[config.mk]
export PLATFORM = sky130hd
export DESIGN_NAME = calc_sequencer
export DESIGN_NICKNAME = d
export VERILOG_FILES = /design/src/rtl/calc_sequencer.sv
export SDC_FILE = /design/constraint.sdc
export NUM_CORES = 1
export LEC_CHECK = 0
export BUFFER_PORTS_ARGS = -buffer_cell sky130_fd_sc_hd__buf_2
export CAP_MARGIN = 20
export CORE_AREA = 2 2 98 100
export DETAILED_ROUTE_END_ITERATION = 10
export DIE_AREA = 0 0 100 102
export PLACE_DENSITY_LB_ADDON = 0.08
export SLEW_MARGIN = 30
export SYNTH_ARGS = -nofsm -noshare
export SYNTH_HDL_FRONTEND = slang
export SYNTH_SLANG_ARGS = --single-unit
[constraint.sdc]
create_clock -name clk -period 6.87 [get_ports clk]
set_input_delay 1.0305 -clock clk [delete_from_list [all_inputs] [get_ports clk]]
set_output_delay 1.0305 -clock clk [all_outputs]
set_load 0.05 [all_outputs]
[src/rtl/calc_sequencer.sv]
`default_nettype none
// ============================================================================
//  Module      : calc_sequencer
//  Description : Central sequencing FSM of the tiny calculator. Takes 5-bit
//                key tokens over a valid/ready handshake, builds decimal
//                operands, issues operations to the arithmetic unit over a
//                request/done handshake and drives the display value/error.
//  Ports       : clk, rst          - clock, synchronous active-high reset
//                i_key/_valid      - key token in, o_key_ready accepts it
//                o_alu_a/b/op      - operation request contents
//                o_alu_valid       - request valid, i_alu_ready accepts it
//                i_alu_done        - result pulse with i_alu_result/i_alu_err
//                o_disp_value/err  - registered display value / error flag
//                o_disp_update     - one-cycle pulse when the display changes
//  Revision    : 1.0 - initial release
// ============================================================================
module calc_sequencer #(
   parameter int WIDTH = 16
) (
   input  logic             clk,
   input  logic             rst,
   input  logic [4:0]       i_key,
   input  logic             i_key_valid,
   output logic             o_key_ready,
   output logic [WIDTH-1:0] o_alu_a,
   output logic [WIDTH-1:0] o_alu_b,
   output logic [1:0]       o_alu_op,
   output logic             o_alu_valid,
   input  logic             i_alu_ready,
   input  logic             i_alu_done,
   input  logic [WIDTH-1:0] i_alu_result,
   input  logic             i_alu_err,
   output logic [WIDTH-1:0] o_disp_value,
   output logic             o_disp_err,
   output logic             o_disp_update
);

   // Accumulation is done 4 bits wider so a*10+d can never wrap silently.
   localparam int                c_EXT = WIDTH + 4;
   localparam logic [c_EXT-1:0] c_TEN = c_EXT'(10);

   typedef enum logic [2:0] {
      ST_ENTER_A = 3'd0,
      ST_OP_SEL  = 3'd1,
      ST_ENTER_B = 3'd2,
      ST_ISSUE   = 3'd3,
      ST_WAIT    = 3'd4,
      ST_RESULT  = 3'd5,
      ST_ERROR   = 3'd6
   } state_t;

   state_t           r_state, w_state_n;
   logic [WIDTH-1:0] r_a, w_a_n;
   logic [WIDTH-1:0] r_b, w_b_n;
   logic [1:0]       r_op, w_op_n;
   logic [1:0]       r_pend_op, w_pend_op_n;
   logic             r_pend_flag, w_pend_flag_n;
   logic [WIDTH-1:0] r_disp_value;
   logic             r_disp_err;
   logic             r_disp_update;

   logic             w_ready;
   logic             w_accept;
   logic             w_is_digit;
   logic             w_is_ac;
   logic             w_is_op;
   logic             w_is_eq;
   logic [1:0]       w_key_op;
   logic [WIDTH-1:0] w_digit;
   logic [WIDTH-1:0] w_acc_src;
   logic [c_EXT-1:0] w_acc_wide;
   logic             w_acc_ovf;
   logic [WIDTH-1:0] w_disp_value_n;
   logic             w_disp_err_n;

   // ---------------------------------------------------------------- decode
   assign w_ready    = (r_state != ST_ISSUE) && (r_state != ST_WAIT);
   assign w_accept   = i_key_valid && w_ready;
   assign w_is_digit = (i_key <= 5'h09);
   assign w_is_ac    = (i_key == 5'h10);
   assign w_is_op    = (i_key >= 5'h11) && (i_key <= 5'h14);
   assign w_is_eq    = (i_key == 5'h15);
   // 0x11..0x14 -> 00..11: the low two bits minus one (0x14 wraps 00 -> 11).
   assign w_key_op   = i_key[1:0] - 2'd1;
   assign w_digit    = {{(WIDTH-4){1'b0}}, i_key[3:0]};

   // Only one operand is ever being typed, so a single accumulator suffices.
   assign w_acc_src  = (r_state == ST_ENTER_B) ? r_b : r_a;
   assign w_acc_wide = ({4'd0, w_acc_src} * c_TEN) + {{WIDTH{1'b0}}, i_key[3:0]};
   assign w_acc_ovf  = |w_acc_wide[c_EXT-1:WIDTH];

   // ------------------------------------------------------ next-state logic
   always_comb begin
      w_state_n     = r_state;
      w_a_n         = r_a;
      w_b_n         = r_b;
      w_op_n        = r_op;
      w_pend_op_n   = r_pend_op;
      w_pend_flag_n = r_pend_flag;

      if (w_accept) begin
         if (w_is_ac) begin
            w_a_n         = '0;
            w_b_n         = '0;
            w_pend_flag_n = 1'b0;
            w_state_n     = ST_ENTER_A;
         end else begin
            case (r_state)
               ST_ENTER_A: begin
                  if (w_is_digit && !w_acc_ovf) begin
                     w_a_n = w_acc_wide[WIDTH-1:0];
                  end else if (w_is_op) begin
                     w_op_n    = w_key_op;
                     w_state_n = ST_OP_SEL;
                  end
               end
               ST_OP_SEL: begin
                  if (w_is_digit) begin
                     w_b_n     = w_digit;
                     w_state_n = ST_ENTER_B;
                  end else if (w_is_op) begin
                     w_op_n = w_key_op;
                  end
               end
               ST_ENTER_B: begin
                  if (w_is_digit && !w_acc_ovf) begin
                     w_b_n = w_acc_wide[WIDTH-1:0];
                  end else if (w_is_eq) begin
                     w_pend_flag_n = 1'b0;
                     w_state_n     = ST_ISSUE;
                  end else if (w_is_op) begin
                     w_pend_op_n   = w_key_op;
                     w_pend_flag_n = 1'b1;
                     w_state_n     = ST_ISSUE;
                  end
               end
               ST_RESULT: begin
                  if (w_is_digit) begin
                     w_a_n     = w_digit;
                     w_state_n = ST_ENTER_A;
                  end else if (w_is_op) begin
                     w_op_n    = w_key_op;
                     w_state_n = ST_OP_SEL;
                  end
               end
               default: ;  // ERROR swallows everything except AC
            endcase
         end
      end else begin
         case (r_state)
            ST_ISSUE: begin
               if (i_alu_ready) begin
                  w_state_n = ST_WAIT;
               end
            end
            ST_WAIT: begin
               if (i_alu_done) begin
                  if (i_alu_err) begin
                     w_state_n = ST_ERROR;
                  end else begin
                     w_a_n = i_alu_result;
                     w_b_n = '0;
                     if (r_pend_flag) begin
                        w_op_n        = r_pend_op;
                        w_pend_flag_n = 1'b0;
                        w_state_n     = ST_OP_SEL;
                     end else begin
                        w_state_n = ST_RESULT;
                     end
                  end
               end
            end
            default: ;
         endcase
      end

      // Display follows the next state so a token's effect and the update
      // pulse appear in the cycle right after it is accepted.
      w_disp_err_n   = (w_state_n == ST_ERROR);
      w_disp_value_n = w_disp_err_n                ? '0    :
                       (w_state_n == ST_ENTER_B)   ? w_b_n : w_a_n;
   end

   // ------------------------------------------------------------- registers
   always_ff @(posedge clk) begin
      if (rst) begin
         r_state       <= ST_ENTER_A;
         r_a           <= '0;
         r_b           <= '0;
         r_op          <= '0;
         r_pend_op     <= '0;
         r_pend_flag   <= 1'b0;
         r_disp_value  <= '0;
         r_disp_err    <= 1'b0;
         r_disp_update <= 1'b0;
      end else begin
         r_state       <= w_state_n;
         r_a           <= w_a_n;
         r_b           <= w_b_n;
         r_op          <= w_op_n;
         r_pend_op     <= w_pend_op_n;
         r_pend_flag   <= w_pend_flag_n;
         r_disp_value  <= w_disp_value_n;
         r_disp_err    <= w_disp_err_n;
         r_disp_update <= (w_disp_value_n != r_disp_value) ||
                          (w_disp_err_n != r_disp_err);
      end
   end

   // --------------------------------------------------------------- outputs
   assign o_key_ready   = w_ready;
   assign o_alu_valid   = (r_state == ST_ISSUE);
   // Request fields read as zero whenever no request is outstanding.
   assign o_alu_a       = o_alu_valid ? r_a  : '0;
   assign o_alu_b       = o_alu_valid ? r_b  : '0;
   assign o_alu_op      = o_alu_valid ? r_op : 2'b00;
   assign o_disp_value  = r_disp_value;
   assign o_disp_err    = r_disp_err;
   assign o_disp_update = r_disp_update;

endmodule
`default_nettype wire

==> impl_metrics.csv, run 1 <==
group,metric,value,unit
synth,synth_most_common_cell,"nor2_1",
timing,hold_viol_final,0,
timing,fmax,0.158,GHz
die,die_w,100,um
synth,avgSynthCellArea,7.33,um2
grt,grt.total_usage,0.363,
setup_path,crit_type,"reg -> reg",
grt,grt_pass1_vias,5554,
clock_tree,postCtsSetupBuffers,0,
place,place_congestion,1.09,
place,port-buffer-count,80,
clock_tree,numCtsBuffers,9,
die,core,9110,um2
clock_tree,cts_tree,"done",
route,post_drt_wl_per_cell,20.4,um
synth,syn_area,5270,um2
setup_path,endpoint_kind,"flip-flop",
setup_path,worstPathRequired,7080,ps
cells_and_area,fillers,818,
route,ant_nets,0,
route,dr.pass1.iters,6,
synth,syn-num-nets,779,
die,initial_core_util,0.579,
clock_tree,cts.sink_count,58,
cells_and_area,n_antenna_cell,0,
setup_path,critPathLaunchType,"flip-flop",
synth,synth_cell_types,71,
setup_path,critPathMaxFanout,16,
route,viasPerCell,6.53,
die,die_area,10200,um2
clock_tree,clk_pin_slew_worst_paths,90,ps
power,power_density,140,nW/um2
die,rows,35,
grt,grt_pass1_wl,28900,um
timing,timing.final.crit_period,6330,ps
die,die_y,102,um
cells_and_area,final_cells,904,
route,drc,0,
power,irDropWorstVdd,0.000117,V
timing,hold_ws,450,ps
synth,synth_area_leader_cell,"dfxtp_1",
worst_hold_path,hp-class,"reg -> reg",
power,leakagePower,2.64,nW
route,finalWirelength,18500,um
cells_and_area,final_util,0.659,
synth,ys_top_cells_by_count,"nor2_1 (95), nand2_1 (84), dfxtp_1 (58)",
timing,period_share,0.922,
clock_tree,clk_latency,350,ps
status,outcome,"complete, no violations",
synth,synth_edf_count,0,
clock_tree,clockBufferDepth,2,
grt,grt_overflow,0,
cells_and_area,drive_gt1_frac,0.170,
clock_tree,htreeDepth,3,
timing,finalSetupViolCount,0,
route,dr.first_iter.drc_count,613,
grt,grt_max_degree,37,
synth,ys_async_sr_fraction,0,
synth,synth_area_leaders,"dfxtp_1 (22%), ha_1 (7.4%), nor2_1 (6.8%), nand2_1 (6.0%), a21oi_1 (4.1%)",
synth,ys.flop_type,"dfxtp_1",
place,dp_hpwl,14000,um
synth,synth.top_cell.area_share,0.220,
timing,setup_tns,0,ps
synth,synthCells,719,
place,place_inst,888,
cells_and_area,nNetsFinal,848,
synth,yosys_warnings,0,
grt,antenna_found_initial,0,
timing,relSlewSlack,0.322,
clock_tree,cts-root-buf,"clkbuf_8",
timing,drv_slew,0,
run,maxCapViolCount,0,
cells_and_area,area_growth,13.9,%
synth,ys_ff_latch,58,
clock_tree,cts_resized,0,
timing,skew,8.21,ps
setup_path,critPathArrivalTime,6550,ps
timing,rsz0062_at_grt,"no",
timing,tightest_slew,1010,ps
die,ioPinCount,81,
clock_tree,cts_hold_buffers,0,
synth,seq_area_frac_synth,0.220,
route,vias,5900,
## layout make-up
class,count,area [um2],share of cell area
repair buffers,99,556,0.0925
clock inverters,7,78.8,0.0131
flip-flops and latches,58,1160,0.193
multi-input cells,598,3860,0.643
well taps,111,139,0.0231
inverters,22,82.6,0.0138
clock buffers,9,124,0.0206
## stage by stage
| stage | setup WS [ps] | area [um2] | power [mW] |
|---|---|---|---|
| finish | 537 | 6000 | 0.840 |
| global route | 171 | 6000 | 0.866 |
| CTS | 626 | 6000 | 0.837 |
| detailed placement | 665 | 5800 | 0.500 |
| global placement | 823 | 5780 | 0.498 |
| floorplan | 1050 | 5270 | 0.452 |
## registers in the layout (all words and copies together), names as in the netlist
register       cells
o_disp_err         1
o_disp_update      1
o_disp_value      16
r_a               16
r_b               16
r_op               2
r_pend_flag        1
r_pend_op          2
r_state            3
## kinds of logic after synthesis
family	synth area share
simple gates	0.285
compound gates	0.258
buf+inv	0.0487
flops	0.220
xor+xnor	0.0646
fa+ha+maj	0.0812
mux	0.0420
## cells in the final DEF (no fill, tap or decap), drive strengths merged, types with 6 or more instances in the layout
cell and instances:
nand3 25, buf 99, nor3 20, and2 33
dfxtp 58, mux2i 21, nand2 84, o211ai 14
nor2b 12, ha 31, o21ai 28, a22oi 8
a32o 6, nand2b 7, o22ai 12, a222oi 6
a211oi 12, or3 6, inv 22, a21o 6
xor2 21, a21oi 43, and3 6, xnor2 17
a31oi 14, nor2 95, clkbuf 9
## report_power, final
part / leakage (nW) / switching [mW] / total [mW] / internal (mW)
Clock: 0.0973 / 0.172 / 0.342 / 0.171
Sequential: 0.468 / 0.00540 / 0.347 / 0.342
Combinational: 2.08 / 0.0996 / 0.151 / 0.0513
Total: 2.64 / 0.277 / 0.840 / 0.564
## worst max-delay path, stage by stage, from the launching register on
cell and delay [ps]:
dfxtp_1 420, clkinv_1 190, nand2_1 90, nor2_1 440, buf_4 230, nor2_1 40, a21o_1 180, ha_1 290
ha_1 170, inv_1 60, fa_1 400, nand2b_1 200, a211oi_2 360, o22ai_1 200, xor2_1 220, or4_4 560
and4_4 210, o21ba_1 180, buf_4 220, a32o_1 250, a311oi_2 430, xnor2_1 120, a41o_1 250, a2111oi_2 310
a41oi_1 160
## layer usage
metal  vias up  global-route usage  wire [um]
met3        55              0.0616       1940
met2       384               0.593       8220
met5         -                   0          0
li1       2745                   -          -
met4         0               0.132        526
met1      2716               0.487       7780
## final timing paths
kind                    startpoint                       end  slack [ps]  cells after the start
max          r_state[2]$_SDFF_PP0_  o_disp_update$_SDFF_PP0_         540                     24
min           r_op[0]$_SDFFE_PP0P_      r_op[0]$_SDFFE_PP0P_         450                      2
max reg2reg  r_state[2]$_SDFF_PP0_  o_disp_update$_SDFF_PP0_         540                     24
min reg2reg   r_op[0]$_SDFFE_PP0P_      r_op[0]$_SDFFE_PP0P_         450                      2
Power figures use the tool's default switching activity.
==> run 2: changes to the inputs <==
--- a/config.mk
+++ b/config.mk
@@ -11,6 +11,7 @@
 export DETAILED_ROUTE_END_ITERATION = 10
 export DIE_AREA = 0 0 100 102
 export PLACE_DENSITY_LB_ADDON = 0.08
+export RECOVER_POWER = 25
 export SLEW_MARGIN = 30
 export SYNTH_ARGS = -nofsm -noshare
 export SYNTH_HDL_FRONTEND = slang
==> impl_metrics.csv, run 2 (synthesized netlist as in run 1, its figures left out) <==
group,metric,value,unit
power,leakagePower,2.54,nW
clock_tree,cts-root-buf,"clkbuf_8",
status,outcome,"complete, no violations",
clock_tree,htreeDepth,3,
clock_tree,clockBufferDepth,2,
grt,grt.total_usage,0.363,
timing,period_share,0.919,
setup_path,crit_type,"reg -> reg",
die,die_y,102,um
clock_tree,cts_tree,"done",
die,ioPinCount,81,
setup_path,critPathLaunchType,"flip-flop",
grt,antenna_found_initial,0,
place,place_congestion,1.09,
cells_and_area,n_antenna_cell,0,
timing,drv_slew,0,
place,place_area,5800,um2
setup_path,worstReg2RegEnd,"o_disp_update$_SDFF_PP0_",
route,ant_nets,0,
route,wl_met2,8170,um
die,initial_core_util,0.579,
die,die_w,100,um
timing,relSlewSlack,0.104,
timing,timing.final.crit_period,6320,ps
route,wirelength_met1,7740,um
setup_path,critPathMaxFanout,16,
route,dr.pass1.iters,6,
die,core,9110,um2
setup_path,rr_worst_depth,24,
place,dp_hpwl,14000,um
worst_hold_path,worstHoldPathCells,2,
route,vias,5903,
grt,grt_pass1_vias,5554,
grt,grt_pass1_wl,28900,um
route,viasPerCell,6.53,
route,post_drt_wl_per_cell,20.4,um
timing,tightest_slew,1340,ps
clock_tree,cts_hold_buffers,0,
worst_hold_path,holdCritStartpoint,"r_op[0]$_SDFFE_PP0P_",
route,finalWirelength,18400,um
cells_and_area,nNetsFinal,848,
clock_tree,cts.sink_count,58,
die,rows,35,
timing,rsz0062_at_grt,"no",
timing,finalSetupViolCount,0,
timing,fmax,0.158,GHz
timing,skew,7.32,ps
clock_tree,clk_pin_slew_worst_paths,80,ps
clock_tree,cts_resized,0,
grt,grt_overflow,0,
cells_and_area,fin_area,5970,um2
setup_path,critPathArrivalTime,6530,ps
route,wl_met3,1980,um
timing,hold_viol_final,0,
cells_and_area,area_growth,13.2,%
clock_tree,numCtsBuffers,9,
setup_path,endpoint_kind,"flip-flop",
power,irDropWorstVdd,0.000116,V
cells_and_area,drive_gt1_frac,0.139,
timing,setup_tns,0,ps
clock_tree,postCtsSetupBuffers,0,
cells_and_area,final_cell_mix,"nor2_1 (95), nand2_1 (84), dfxtp_1 (58), buf_2 (57), a21oi_1 (43)",
setup_path,worstPathRequired,7080,ps
route,dr.first_iter.drc_count,595,
worst_hold_path,hp-class,"reg -> reg",
power,power_density,140,nW/um2
worst_hold_path,hold_path_end,"r_op[0]$_SDFFE_PP0P_",
route,drc,0,
grt,grt_max_degree,37,
cells_and_area,final_common_cell,"nor2_1",
setup_path,r2r-start,"r_state[2]$_SDFF_PP0_",
die,die_area,10200,um2
timing,hold_ws,448,ps
run,maxCapViolCount,0,
place,port-buffer-count,80,
clock_tree,clk_latency,350,ps
route,dr.max_layer_used,"met4",
setup_path,rrSetupSlack,550,ps
-- run 2: layout make-up --
type	count	area [um2]
tap	111	139
multi-input combinational	598	3860
sequential	58	1160
inverter	22	82.6
clock buffer	9	124
timing repair buffer	99	519
fill	837	3140
clock inverter	7	78.8
-- run 2: worst max path at each step --
stage	start	endpoint	cells past startpoint
5_1_grt	r_state[2]$_SDFF_PP0_	o_disp_update$_SDFF_PP0_	22
6_report	r_state[2]$_SDFF_PP0_	o_disp_update$_SDFF_PP0_	24
4_1_cts	r_state[2]$_SDFF_PP0_	o_disp_update$_SDFF_PP0_	24
3_3_place_gp	r_state[2]$_SDFF_PP0_	o_disp_update$_SDFF_PP0_	24
2_1_floorplan	r_state[1]$_SDFF_PP0_	o_disp_update$_SDFF_PP0_	26
3_5_place_dp	r_state[2]$_SDFF_PP0_	o_disp_update$_SDFF_PP0_	24
-- run 2: stage by stage --
stage | utilization | power, mW | std cells | setup slack (ps)
after global placement | 0.635 | 0.498 | 887 | 823
after global routing | 0.655 | 0.864 | 904 | 171
final | 0.655 | 0.838 | 904 | 553
after detailed placement | 0.637 | 0.500 | 888 | 665
after CTS | 0.659 | 0.837 | 904 | 626
after floorplan | - | 0.452 | 719 | 1050
-- run 2: worst max-delay path: stages (launching register included) --
cell	delay, ps
dfxtp_1	420
clkinv_1	180
nand2_1	90
nor2_1	430
buf_4	240
nor2_1	40
a21o_1	180
ha_1	290
ha_1	170
inv_1	60
fa_1	400
nand2b_1	200
a211oi_2	360
o22ai_1	200
xor2_1	220
or4_4	560
and4_4	210
o21ba_1	180
buf_4	220
a32o_1	250
a311oi_2	420
xnor2_1	120
a41o_1	240
a2111oi_2	320
a41oi_1	160
-- run 2: routing by layer --
metal / track usage / vias up
met5: 0 / -
met4: 0.132 / 0
met3: 0.0616 / 60
met2: 0.593 / 362
met1: 0.487 / 2738
li1: - / 2743
-- run 2: power by group --
part / internal [mW] / leakage [nW] / switching, mW
clock network: 0.171 / 0.0973 / 0.171
registers: 0.342 / 0.468 / 0.00561
logic: 0.0499 / 1.97 / 0.0999
